===== config.mk =====
export PLATFORM = sky130hd
export DESIGN_NAME = display_scanner
export DESIGN_NICKNAME = d
export VERILOG_FILES = /design/src/rtl/seg_pkg.sv /design/src/rtl/display_scanner_tick_gen.sv /design/src/rtl/display_scanner.sv
export SDC_FILE = /design/constraint.sdc
export NUM_CORES = 1
export LEC_CHECK = 0
export CELL_PAD_IN_SITES_DETAIL_PLACEMENT = 2
export CELL_PAD_IN_SITES_GLOBAL_PLACEMENT = 2
export CORE_UTILIZATION = 34
export DETAILED_ROUTE_END_ITERATION = 10
export GPL_TIMING_DRIVEN = 0
export PLACE_DENSITY = 0.69
export REMOVE_ABC_BUFFERS = 1
export SYNTH_ARGS = -nofsm -noshare
export SYNTH_HDL_FRONTEND = slang
export SYNTH_SLANG_ARGS = --single-unit

===== constraint.sdc =====
create_clock -name clk -period 7.12 [get_ports clk]
set_input_delay 0.712 -clock clk [delete_from_list [all_inputs] [get_ports clk]]
set_output_delay 0.712 -clock clk [all_outputs]
set_load 0.01 [all_outputs]

===== src/rtl/seg_pkg.sv =====
// Shared definitions for the 7-segment display path: digit codes, channel
// range and the write-side clamp used by the scan controller and the decoder.
package seg_pkg;

    localparam int NUM_DIGITS = 8;
    localparam int DIGIT_W    = 4;
    localparam int IDX_W      = $clog2(NUM_DIGITS);

    typedef logic [DIGIT_W-1:0] digit_t;
    typedef logic [IDX_W-1:0]   idx_t;
    typedef logic [7:0]         channel_t;

    localparam digit_t DIGIT_0   = 4'd0;
    localparam digit_t DIGIT_1   = 4'd1;
    localparam digit_t DIGIT_2   = 4'd2;
    localparam digit_t DIGIT_3   = 4'd3;
    localparam digit_t DIGIT_4   = 4'd4;
    localparam digit_t DIGIT_5   = 4'd5;
    localparam digit_t DIGIT_6   = 4'd6;
    localparam digit_t DIGIT_7   = 4'd7;
    localparam digit_t DIGIT_8   = 4'd8;
    localparam digit_t DIGIT_9   = 4'd9;
    localparam digit_t DIGIT_BAR = 4'd10;

    localparam channel_t CHANNEL_FIRST = 8'd1;
    localparam channel_t CHANNEL_LAST  = 8'd8;

    localparam idx_t IDX_LAST = idx_t'(NUM_DIGITS - 1);

    // Codes the decoder does not cover are stored as a bar so they can never reach it.
    function automatic digit_t clamp_digit(input digit_t code);
        return (code > DIGIT_9) ? DIGIT_BAR : code;
    endfunction

endpackage


===== src/rtl/display_scanner_tick_gen.sv =====
// Free-running modulo-DIV counter; tick is high during the last count value,
// i.e. for one cycle per DIV cycles, just before the counter wraps to zero.
module tick_gen #(
    parameter int DIV = 2
) (
    input  logic clk,
    input  logic rst,
    output logic tick
);

    localparam int W = (DIV > 2) ? $clog2(DIV) : 1;
    localparam logic [W-1:0] LAST = W'(DIV - 1);

    logic [W-1:0] cnt;

    assign tick = (cnt == LAST);

    // NOTE: sequential state uses non-blocking assignments so every register
    // samples the pre-edge values of the others, independent of statement order.
    always_ff @(posedge clk or posedge rst) begin
        if (rst) begin
            cnt <= '0;
        end else if (tick) begin
            cnt <= '0;
        end else begin
            cnt <= cnt + W'(1);
        end
    end

endmodule


===== src/rtl/display_scanner.sv =====
// Time-multiplexed scan controller for the 8-digit 7-segment display: holds the
// digit register file and presents one registered channel/data pair per dwell.
import seg_pkg::*;

module display_scanner #(
    parameter int SCAN_DIV  = 50000,
    parameter int BLINK_DIV = 12500000
) (
    input  logic       clk,
    input  logic       rst,
    input  logic       wr_en,
    input  logic [2:0] wr_addr,
    input  logic [3:0] wr_data,
    input  logic [7:0] blink_mask,
    output logic [7:0] channel,
    output logic [3:0] data,
    output logic       frame_start
);

    digit_t digits      [NUM_DIGITS];
    digit_t digits_next [NUM_DIGITS];
    idx_t   idx;
    idx_t   idx_next;
    logic   scan_tick;
    logic   blink_tick;
    logic   blink_phase;

    tick_gen #(.DIV(SCAN_DIV)) u_scan_tick (
        .clk  (clk),
        .rst  (rst),
        .tick (scan_tick)
    );

    tick_gen #(.DIV(BLINK_DIV)) u_blink_tick (
        .clk  (clk),
        .rst  (rst),
        .tick (blink_tick)
    );

    // The write is folded in here so the output stage sees a digit written in
    // the same cycle it is selected, without a one-dwell lag.
    // NOTE: every signal assigned in always_comb gets a default first; a path
    // that leaves one unassigned would infer a latch.
    always_comb begin
        digits_next = digits;
        if (wr_en) begin
            digits_next[wr_addr] = clamp_digit(wr_data);
        end

        idx_next = idx;
        if (scan_tick) begin
            idx_next = (idx == IDX_LAST) ? '0 : idx + idx_t'(1);
        end
    end

    // Outputs are computed from the next-state index so channel and data
    // change on the same edge as idx and never skew across a digit boundary.
    // NOTE: the digit file is small and must read as zero after reset, so it is
    // reset like ordinary flops; a large RAM-style array would not be.
    always_ff @(posedge clk or posedge rst) begin
        if (rst) begin
            for (int i = 0; i < NUM_DIGITS; i++) begin
                digits[i] <= DIGIT_0;
            end
            idx         <= '0;
            blink_phase <= 1'b0;
            channel     <= CHANNEL_FIRST;
            data        <= DIGIT_0;
            frame_start <= 1'b0;
        end else begin
            digits <= digits_next;
            idx    <= idx_next;
            if (blink_tick) begin
                blink_phase <= ~blink_phase;
            end
            channel     <= CHANNEL_FIRST + channel_t'(idx_next);
            data        <= (blink_phase && blink_mask[idx_next]) ? DIGIT_BAR
                                                                 : digits_next[idx_next];
            frame_start <= scan_tick && (idx == IDX_LAST);
        end
    end

endmodule


After elaboration in Yosys (flattened, before gate mapping)
Index checks and enable logic that the tools add are counted.
- register bits after elaboration: 85
- word-level logic and storage cells: 48
- input port bits: 18
- output and inout port bits: 13
- $add $sub $neg: 4
- multiplexer cells: 15
- eq/ne operators: 3
- reductions and logical operators: 3
- $lt $le $gt $ge: 5
- bitwise operators: 3
- operators by type and width (cell ; count):
    bitwise mux 32 bit ; 1
    two-way mux 32 bit ; 1
    adder 24 x 1 -> 24 bit (second input constant) ; 1
    equality test 24 bit (second input constant) ; 1
    two-way mux 24 bit ; 1
    two-way mux 4 bit ; 5
    adder 16 x 1 -> 16 bit (second input constant) ; 1
    equality test 16 bit (second input constant) ; 1
    two-way mux 16 bit ; 1
    binary-select mux 4 bit (select 3 bit) ; 1
    demux 4 bit (select 3 bit) ; 1
    greater-or-equal comparator 4 bit (second input constant) ; 2
    NOT 3 -> 4 bit ; 2
    two-way mux 3 bit ; 2
    adder 1 x 3 -> 4 bit (first input constant) ; 1
    greater-than comparator 4 bit (second input constant) ; 1
    < comparator 3 x 4 -> 1 bit (second input constant) ; 1
    < comparator 4 x 1 -> 1 bit (second input constant) ; 1
    adder 3 x 1 -> 3 bit (second input constant) ; 1
    binary-select mux 1 bit (select 3 bit) ; 1
    equality test 3 bit (second input constant) ; 1
    logical AND 1 bit ; 3
    two-way mux 1 bit ; 1
    NOT 1 bit ; 1

Depth between registers and ports, before layout
Gate-level depths: netlist of run 1.
- word-level depth: 11
- gate-level depth with buffers: 10
- gate-level depth less buffers: 9

By module
From an unflattened synthesis of run 1, not the netlist that was laid out.
- cells, all modules: 400
- area total of the unflattened synthesis: 4162.7 µm²
- modules (own cells, without submodules) (module ; sequential area each (µm²) ; times used ; area an instance (µm²) ; cells an instance):
    display_scanner ; 1127.3 ; 1 ; 2178.3 ; 211
    tick_gen at u_blink_tick ; 600.6 ; 1 ; 1227.4 ; 121
    tick_gen at u_scan_tick ; 400.4 ; 1 ; 757.0 ; 68

Least setup slack after synthesis of run 1
No wires, ideal clock.
- path kind: reg2reg
- from: register u_scan_tick.cnt[7]
- to: register data[3]
- clock period less this slack: 2.946 ns
- path slack: 4.174 ns
- setup time: 0.139 ns
- path buffers: 0
- arrival time: 2.807 ns
- required time: 6.981 ns
- stages on the path, launching flop included: 9
- cells stage by stage: dfrtp_1 > or4b_4 > nor4_4 > mux2i_1 > inv_2 > nand2_1 > a22o_1 > o22ai_1 > or4b_1
- longest elaborated chain between the ends: 7
- elaborated cells on any way between the ends: 10
- ends and longest elaborated chain (what ; RTL line ; text):
    start, declared ; display_scanner_tick_gen.sv:14 ; logic [W-1:0] cnt;
    start signal, assigned ; display_scanner_tick_gen.sv:26 ; cnt <= cnt + W'(1);
    equality test 16 bit (*) ; display_scanner_tick_gen.sv:16 ; assign tick = (cnt == LAST);
    two-way mux 3 bit (*) ; display_scanner.sv:51 ; if (scan_tick) begin
    NOT 3 -> 4 bit (not written as such) ; display_scanner.sv:78 ; : digits_next[idx_next];
    binary-select mux 4 bit (select 3 bit) ; display_scanner.sv:78 ;
    two-way mux 4 bit (not written as such) (2 in series) ; display_scanner.sv:78 ;
    two-way mux 4 bit (*) ; display_scanner.sv:77 ; data <= (blink_phase && blink_mask[idx_next]) ? DIGIT_BAR
    end signal, assigned ; display_scanner.sv:77 ;
    end, declared ; display_scanner.sv:16 ; output logic [3:0] data,
Every way passes the cells marked *; elsewhere a longest branch is shown, timed or not. The select of a mux whose other input is x is not followed.
A chain may end at the register's enable or synchronous reset.

Final worst setup path of run 1
- from: register u_scan_tick.cnt[5]
- to: register data[3]
The elaborated chain is that of the path after synthesis.

==> results.md, run 1 <==
- Logic pwr share: 0.090
- Via Count: between 2000 and 3000
- FILL cells: 1182
- GR Util met2: 0.3239
- EDFF count, synth: 0
- Yosys reg bits: 85
- First-pass GRT wire length: 16330 um
- GR Util All Layers: 0.1834
- Final WS setup: 2.628 ns
- Setup crit end kind: flop
- Setup Total Neg Slack: 0 ns
- Largest buffer count on any clock path: 2
- Yosys warns: 0
- Clock power frac: 0.438
- M1 GR Usage: 0.2177
- Ranking of synthesized cells by area: dfrtp_1, nand2_1, xnor2_1, xor2_1, nor2_1
- Post-CTS Resized: 0
- Root Driver: clkbuf_16
- Most used cell, CP: or4b_1
- Largest net degree at the start of global routing: 70
- Diode count: 0
- Post-CTS setup buffer count: 0
- Wirelength per Cell: 17.55 um
- Drt total wl: 9725 um
- Worst-Margin Slew: approximately 1.1 ns
- Die Width: 109.2 um
- Startpoint type of the worst setup path: flop
- DR DRC count: 0
- Count of final max-slew check failures: 0
- Synth async-reset ratio: 1.000
- GRT Max-Usage Layer: met2
- P&R area growth vs syn: 18.78%
- Share of cells above drive strength 1: 0.07971
- Final setup viols: 0
- Grt met3 use: 0.04005
- Slew HR: 0.2505
- Sequential element share of the synthesized area: 0.5443
- Core box area: 11030 um2
- Num CTS Buffers: 9
- Port buffer count: 26
- Syn_area_per_cell: 10.29 um2
- Initial Util: 0.3545
- R2R Setup Slk: 2.63 ns
- Die area: about 12000 um2
- Endpoints failing hold: 0
- Status: finished, final reports clean
- Post-Route Skew: 0.005195 ns
- Sw power: 261.0 uW
- Gr ovfl total: 0
- Syn Inst Count: 380
- Static leakage: ~0.0020 uW
- Register area: 2128 um2
- Ys flop type: dfrtp_1
- Post-place setup slack: ~2.5 ns
- Sink Count: 85
- # hold bufs at CTS: 0
- Share of the synthesized area in the top cell type: 0.5376
- Via/cell ratio: 5.231
- Vias in the first global route: 3222
- Area of placed instances: 4328 um2
- Detail Route Antenna Nets: 0
- Switching Share: 0.2322
- Worst vdd ir: 140.1 uV
- Yosys cell types: 43
- Fin crit share: 0.6308
- Initial DRC Count: 71
- Cell accounting for the most synthesized area: dfrtp_1
- Worst Path Arrival: 4.69 ns
- Hold crit path type: reg2reg
- Final min period: 4.492 ns
- RSZ-0062 raised after global routing: false
- First drt pass iteration count: 4
- CP cell instances: or4b_1 -> nor4_4 -> mux2i_1 -> inv_2 -> nand2_1 -> a22o_1 -> o22ai_1 -> or4b_1
- Internal power: 863.2 uW
- Post-DP HPWL: 6732 um
- CTS clk-pin slew, worst paths: 0.06 ns
- Count leader, synth: dfrtp_1
- Row cnt: 38
- Max-Cap Viols: 0
- Fmax: about 0.22 GHz
- Slowest cell delay on critical path: 0.98 ns
- H-tree levels: 3
- CP max-delay cell: mux2i_1
- GPL Wtd Cong: 0.7129
- Synthesized area: 3910 um2
- P per Cell Area: around 240 nW/um2
- Area taken by multi-input logic gates: 1700 um2
- Critical path class: reg2reg
- Hold slack final: 0.4692 ns
- CTS tree: yes
- Final Net Count: roughly 430
- Initial antenna violation count: 0
- Clk_lat worst skew: between 0.3 and 0.4 ns
- Flop pwr share: 0.471
- Post-synth top cells: dfrtp_1, nand2_1, nor2_1, o21ai_0, xnor2_1
- Die Span Y: 109.2 um
- I/O pins: 31
- Crit-path max FO: 27
- Fin area: roughly 4600 um2
- Data required, critical path: 7.32 ns
==> registers in the layout (all words and copies together) (netlist names) <==
signal / count
blink_phase: 1
data: 4
idx: 3
frame_start: 1
digits: 32
u_scan_tick.cnt: 16
u_blink_tick.cnt: 24
channel: 4
==> power by group through the flow <==
| stage | combinational [uW] | clock, uW | sequential [uW] |
|---|---|---|---|
| after floorplan | 57.8 | 0 | 537 |
| after global placement | 96.6 | 0 | 537 |
| after detailed placement | 103 | 0 | 540 |
| after CTS | 104 | 505 | 531 |
| after global routing | 115 | 523 | 533 |
| final | 101 | 493 | 530 |
==> worst max-delay path, delay by kind of cell (launching register included) <==
kind	cells	cell delay, ns
simple gates	4	2.04
mux	1	0.98
buf+inv	1	0.54
flops	1	0.46
compound gates	2	0.33
==> area by class of cell <==
class                           instances  area share
Sequential cell                        85      0.4582
Multi-Input combinational cell        278      0.3661
Timing Repair Buffer                   28     0.06439
Clock buffer                           13     0.05819
Tap cell                              140     0.03772
Clock inverter                          3    0.009159
Inverter                                7    0.006196
==> logic make-up (layout without fill, tap and decap cells) <==
group                      after synthesis  after routing  synth area share
DFF                                     85             85            0.5443
muxes                                   16             16           0.04320
AOI/OAI and AO/OA                       56             56           0.08448
adders and majority gates                5              5           0.01600
xor gates and xnor gates                35             35           0.07840
and+or+nand+nor                        162            162            0.2067
other                                    1              4         0.0009591
buffers and inverters                   20             51           0.02592
==> per-stage QoR <==
step	cells	util	power (uW)
2_1_floorplan	370	-	595.1
3_3_place_gp	536	0.3882	633.3
3_5_place_dp	538	0.3924	642.2
4_1_cts	554	0.4207	1140
5_1_grt	554	0.4211	1171
6_report	554	0.4211	1124
==> layout by cell type, fill, tap and decap left out, types with 2 or more instances in the layout <==
cell,netlist,final
a211oi_1,3,3
a21oi_1,9,9
a22o_1,2,2
and3_1,10,10
and3b_1,2,2
clkbuf_16,0,9
clkbuf_8,0,3
clkdlybuf4s50_1,0,26
conb_1,1,4
dfrtp_1,84,84
ha_1,5,5
inv_1,5,4
inv_2,2,2
mux2_2,7,7
mux2i_1,9,8
nand2_1,54,54
nand2b_1,5,5
nand3_1,17,17
nand3b_1,2,2
nand4_1,9,9
nand4b_1,3,3
nor2_1,39,39
nor2b_1,3,3
nor3_1,4,3
nor4_1,3,3
nor4b_1,2,2
o211ai_1,10,10
o21ai_0,29,29
or4b_1,2,2
xnor2_1,18,18
xor2_1,17,17
==> worst paths after layout <==
path | cells past startpoint | endpoint | startpoint
max | 8 | data[3] | u_scan_tick.cnt[5]
min | 1 | u_scan_tick.cnt[0] | u_scan_tick.cnt[0]
max reg2reg | 8 | data[3] | u_scan_tick.cnt[5]
min reg2reg | 1 | u_scan_tick.cnt[0] | u_scan_tick.cnt[0]
max in group asynchronous | 3 | channel[0] | rst
min in group asynchronous | 2 | channel[1] | rst
==> metal layers <==
metal / routed length (um) / up-vias
li1: - / 1370
met1: 4321 / 1485
met2: 5019 / 30
met3: 226 / 13
met4: 156 / 0
met5: 0 / -
Power figures use the tool's default switching activity.
==> run 2: changes to the inputs <==
- clock period: 7.12 -> 4.5 ns (I/O delays scaled with it)
==> results.md, run 2 (same netlist as run 1, synthesis figures left out) <==
- Core box area: 11030 um2 (unchanged)
- Clk_lat worst skew: 0.34 ns (about the same)
- Final Net Count: 432 (unchanged)
- Fmax: 0.2397 GHz (+7.7%)
- Fin cells: 554 (unchanged)
- Num CTS Buffers: 9 (unchanged)
- Register area: 2128 um2 (unchanged)
- Share of cells above drive strength 1: 0.08213 (+0.002415)
- Count of final max-slew check failures: 0 (unchanged)
- Data required, critical path: 4.70 ns (-2.62 ns)
- First drt pass iteration count: 4 (unchanged)
- CP max-delay cell: mux2i_2
- Critical path class: reg2reg
- Final min period: 4.171 ns (-0.3202 ns)
- Root Driver: clkbuf_16
- Logic pwr share: 0.090 (about the same)
- Sw power: 412.8 uW (+58%)
- Initial Util: 0.3545 (unchanged)
- Final setup viols: 0 (unchanged)
- Slew HR: 0.4221 (+0.1716)
- Flop pwr share: 0.471 (about the same)
- CP cell instances: or4b_1 -> nor4_4 -> mux2i_2 -> inv_2 -> nand2_1 -> a22o_1 -> o22ai_1 -> or4b_1
- Max reg flops: 32 (unchanged)
- Top flop regs: digits: 32 flops, u_blink_tick.cnt: 24 flops, u_scan_tick.cnt: 16 flops
- Worst vdd ir: 221.7 uV (+58%)
- Internal power: 1366 uW (+58%)
- Initial DRC Count: 81 (+14%)
- Port buffer count: 26 (unchanged)
- FILL cells: 1182 (unchanged)
- Area taken by multi-input logic gates: 1704 um2 (+0.22%)
- Startpoint type of the worst setup path: flop
- # hold bufs at CTS: 0 (unchanged)
- Sink Count: 85 (unchanged)
- Worst-Margin Slew: 0.8500 ns (-0.2430 ns)
- CTS tree: yes
- Slowest cell delay on critical path: 0.73 ns (-0.25 ns)
- Post-DP HPWL: 6732 um (unchanged)
- Wirelength per Cell: 17.61 um (+0.32%)
- RSZ-0062 raised after global routing: false
- P per Cell Area: 382.6 nW/um2 (+58%)
- Gr ovfl total: 0 (unchanged)
- Status: finished, final reports clean
- Static leakage: 0.002034 uW (about the same)
- Die Width: 109.2 um (unchanged)
- Hold slack final: 0.3958 ns (-0.07346 ns)
- Clock power frac: 0.438 (about the same)
- CTS clk-pin slew, worst paths: 0.06 ns (about the same)
- Drt total wl: 9756 um (+0.32%)
- Most used cell, CP: or4b_1
- Largest net degree at the start of global routing: 70 (unchanged)
- Die Span Y: 109.2 um (unchanged)
- Hold crit path type: in2async
- Commonest non-fill, non-tap cell in the layout: dfrtp_1
- Initial antenna violation count: 0 (unchanged)
- Setup crit end kind: flop
- Crit-path max FO: 27 (unchanged)
- H-tree levels: 3 (unchanged)
- GR Util All Layers: 0.1837 (+0.0003028)
- Detail Route Antenna Nets: 0 (unchanged)
- Diode count: 0 (unchanged)
- Fin crit share: 0.9270 (+0.2961)
- Worst Path Arrival: 4.37 ns (-0.32 ns)
- Vias in the first global route: 3223 (+0.031%)
- Placed cells: 538 (unchanged)
- Switching Share: 0.2321 (about the same)
- I/O pins: 31 (unchanged)
- Endpoints failing hold: 0 (unchanged)
- First-pass GRT wire length: 16360 um (+0.17%)
- Post-CTS setup buffer count: 0 (unchanged)
- P&R area growth vs syn: 18.88% (about the same)
- Row cnt: 38 (unchanged)
- DR DRC count: 0 (unchanged)
- Reg with most FFs: digits
- Max-Cap Viols: 0 (unchanged)
- Die area: 11930 um2 (unchanged)
- Most frequent cells in the layout: dfrtp_1, nand2_1, nor2_1
- Post-Route Skew: 0.004835 ns (-0.0003603 ns)
- Largest buffer count on any clock path: 2 (unchanged)
- Via Count: 2897 (-0.035%)
- GPL Wtd Cong: 0.7129 (unchanged)
- Via/cell ratio: 5.229 (about the same)
run 2: cell counts in the layout (fill, tap and decap cells not counted):
Identical to the previous run, type by type.
run 2: stage by stage:
| step | power (uW) | utilization | area, um2 | TNS [ns] | setup slack (ns) |
|---|---|---|---|---|---|
| 4_1_cts | 1803 | 0.4211 | 4644 | 0 | 0.03409 |
| 2_1_floorplan | 941.6 | - | 3846 | 0 | 1.102 |
| 5_1_grt | 1852 | 0.4214 | 4648 | 0 | 0.05958 |
| 3_3_place_gp | 1002 | 0.3882 | 4282 | -0.05945 | -0.05945 |
| 3_5_place_dp | 1016 | 0.3924 | 4328 | -0.1124 | -0.1124 |
| 6_report | 1779 | 0.4214 | 4648 | 0 | 0.3286 |
run 2: path summary, 6_finish.rpt:
check | endpoint | cells after the start | start | slack (ns)
worst max-delay path | data[3] | 8 | u_scan_tick.cnt[5] | 0.33
worst min-delay path | u_blink_tick.cnt[3] | 2 | rst | 0.40
worst max register to register | data[3] | 8 | u_scan_tick.cnt[5] | 0.33
worst min register to register | u_scan_tick.cnt[0] | 1 | u_scan_tick.cnt[0] | 0.47
max in group asynchronous | channel[0] | 3 | rst | 3.46
min in group clk | u_scan_tick.cnt[0] | 1 | u_scan_tick.cnt[0] | 0.47
run 2: repair_timing:
action	4_1_cts	5_1_grt
gates resized for setup	1	0
endpoints found under the setup margin	2	0
hold endpoints to repair	0	0
run 2: routing by layer:
metal,up-vias,share of wire,global-route usage,wire length (um)
met5,-,0,0,0
met4,0,0.013,0.06667,131
met3,14,0.025,0.04005,241
met2,31,0.51,0.3239,5004
met1,1480,0.45,0.2186,4379
li1,1372,-,-,-
run 2: power by group through the flow:
stage	clock, uW	sequential [uW]	combinational [uW]
after floorplan	0	850	91.4
after global placement	0	849	153
after detailed placement	0	854	162
after CTS	800	840	164
after global routing	827	843	182
final	779	839	161
run 2: layout make-up:
class	count	area share
Timing Repair Buffer	28	0.06433
Multi-Input combinational cell	278	0.3666
Sequential cell	85	0.4579
Clock buffer	13	0.05814
Clock inverter	3	0.009152
Inverter	7	0.006191
Tap cell	140	0.03769
run 2: worst max-delay path: cells and delay by family (launching register included):
kind,cells,cell delay [ns]
AO/OA/AOI/OAI,2,0.32
buffers and inverters,1,0.46
flip-flops,1,0.46
multiplexers,1,0.73
AND/OR/NAND/NOR,4,2.05
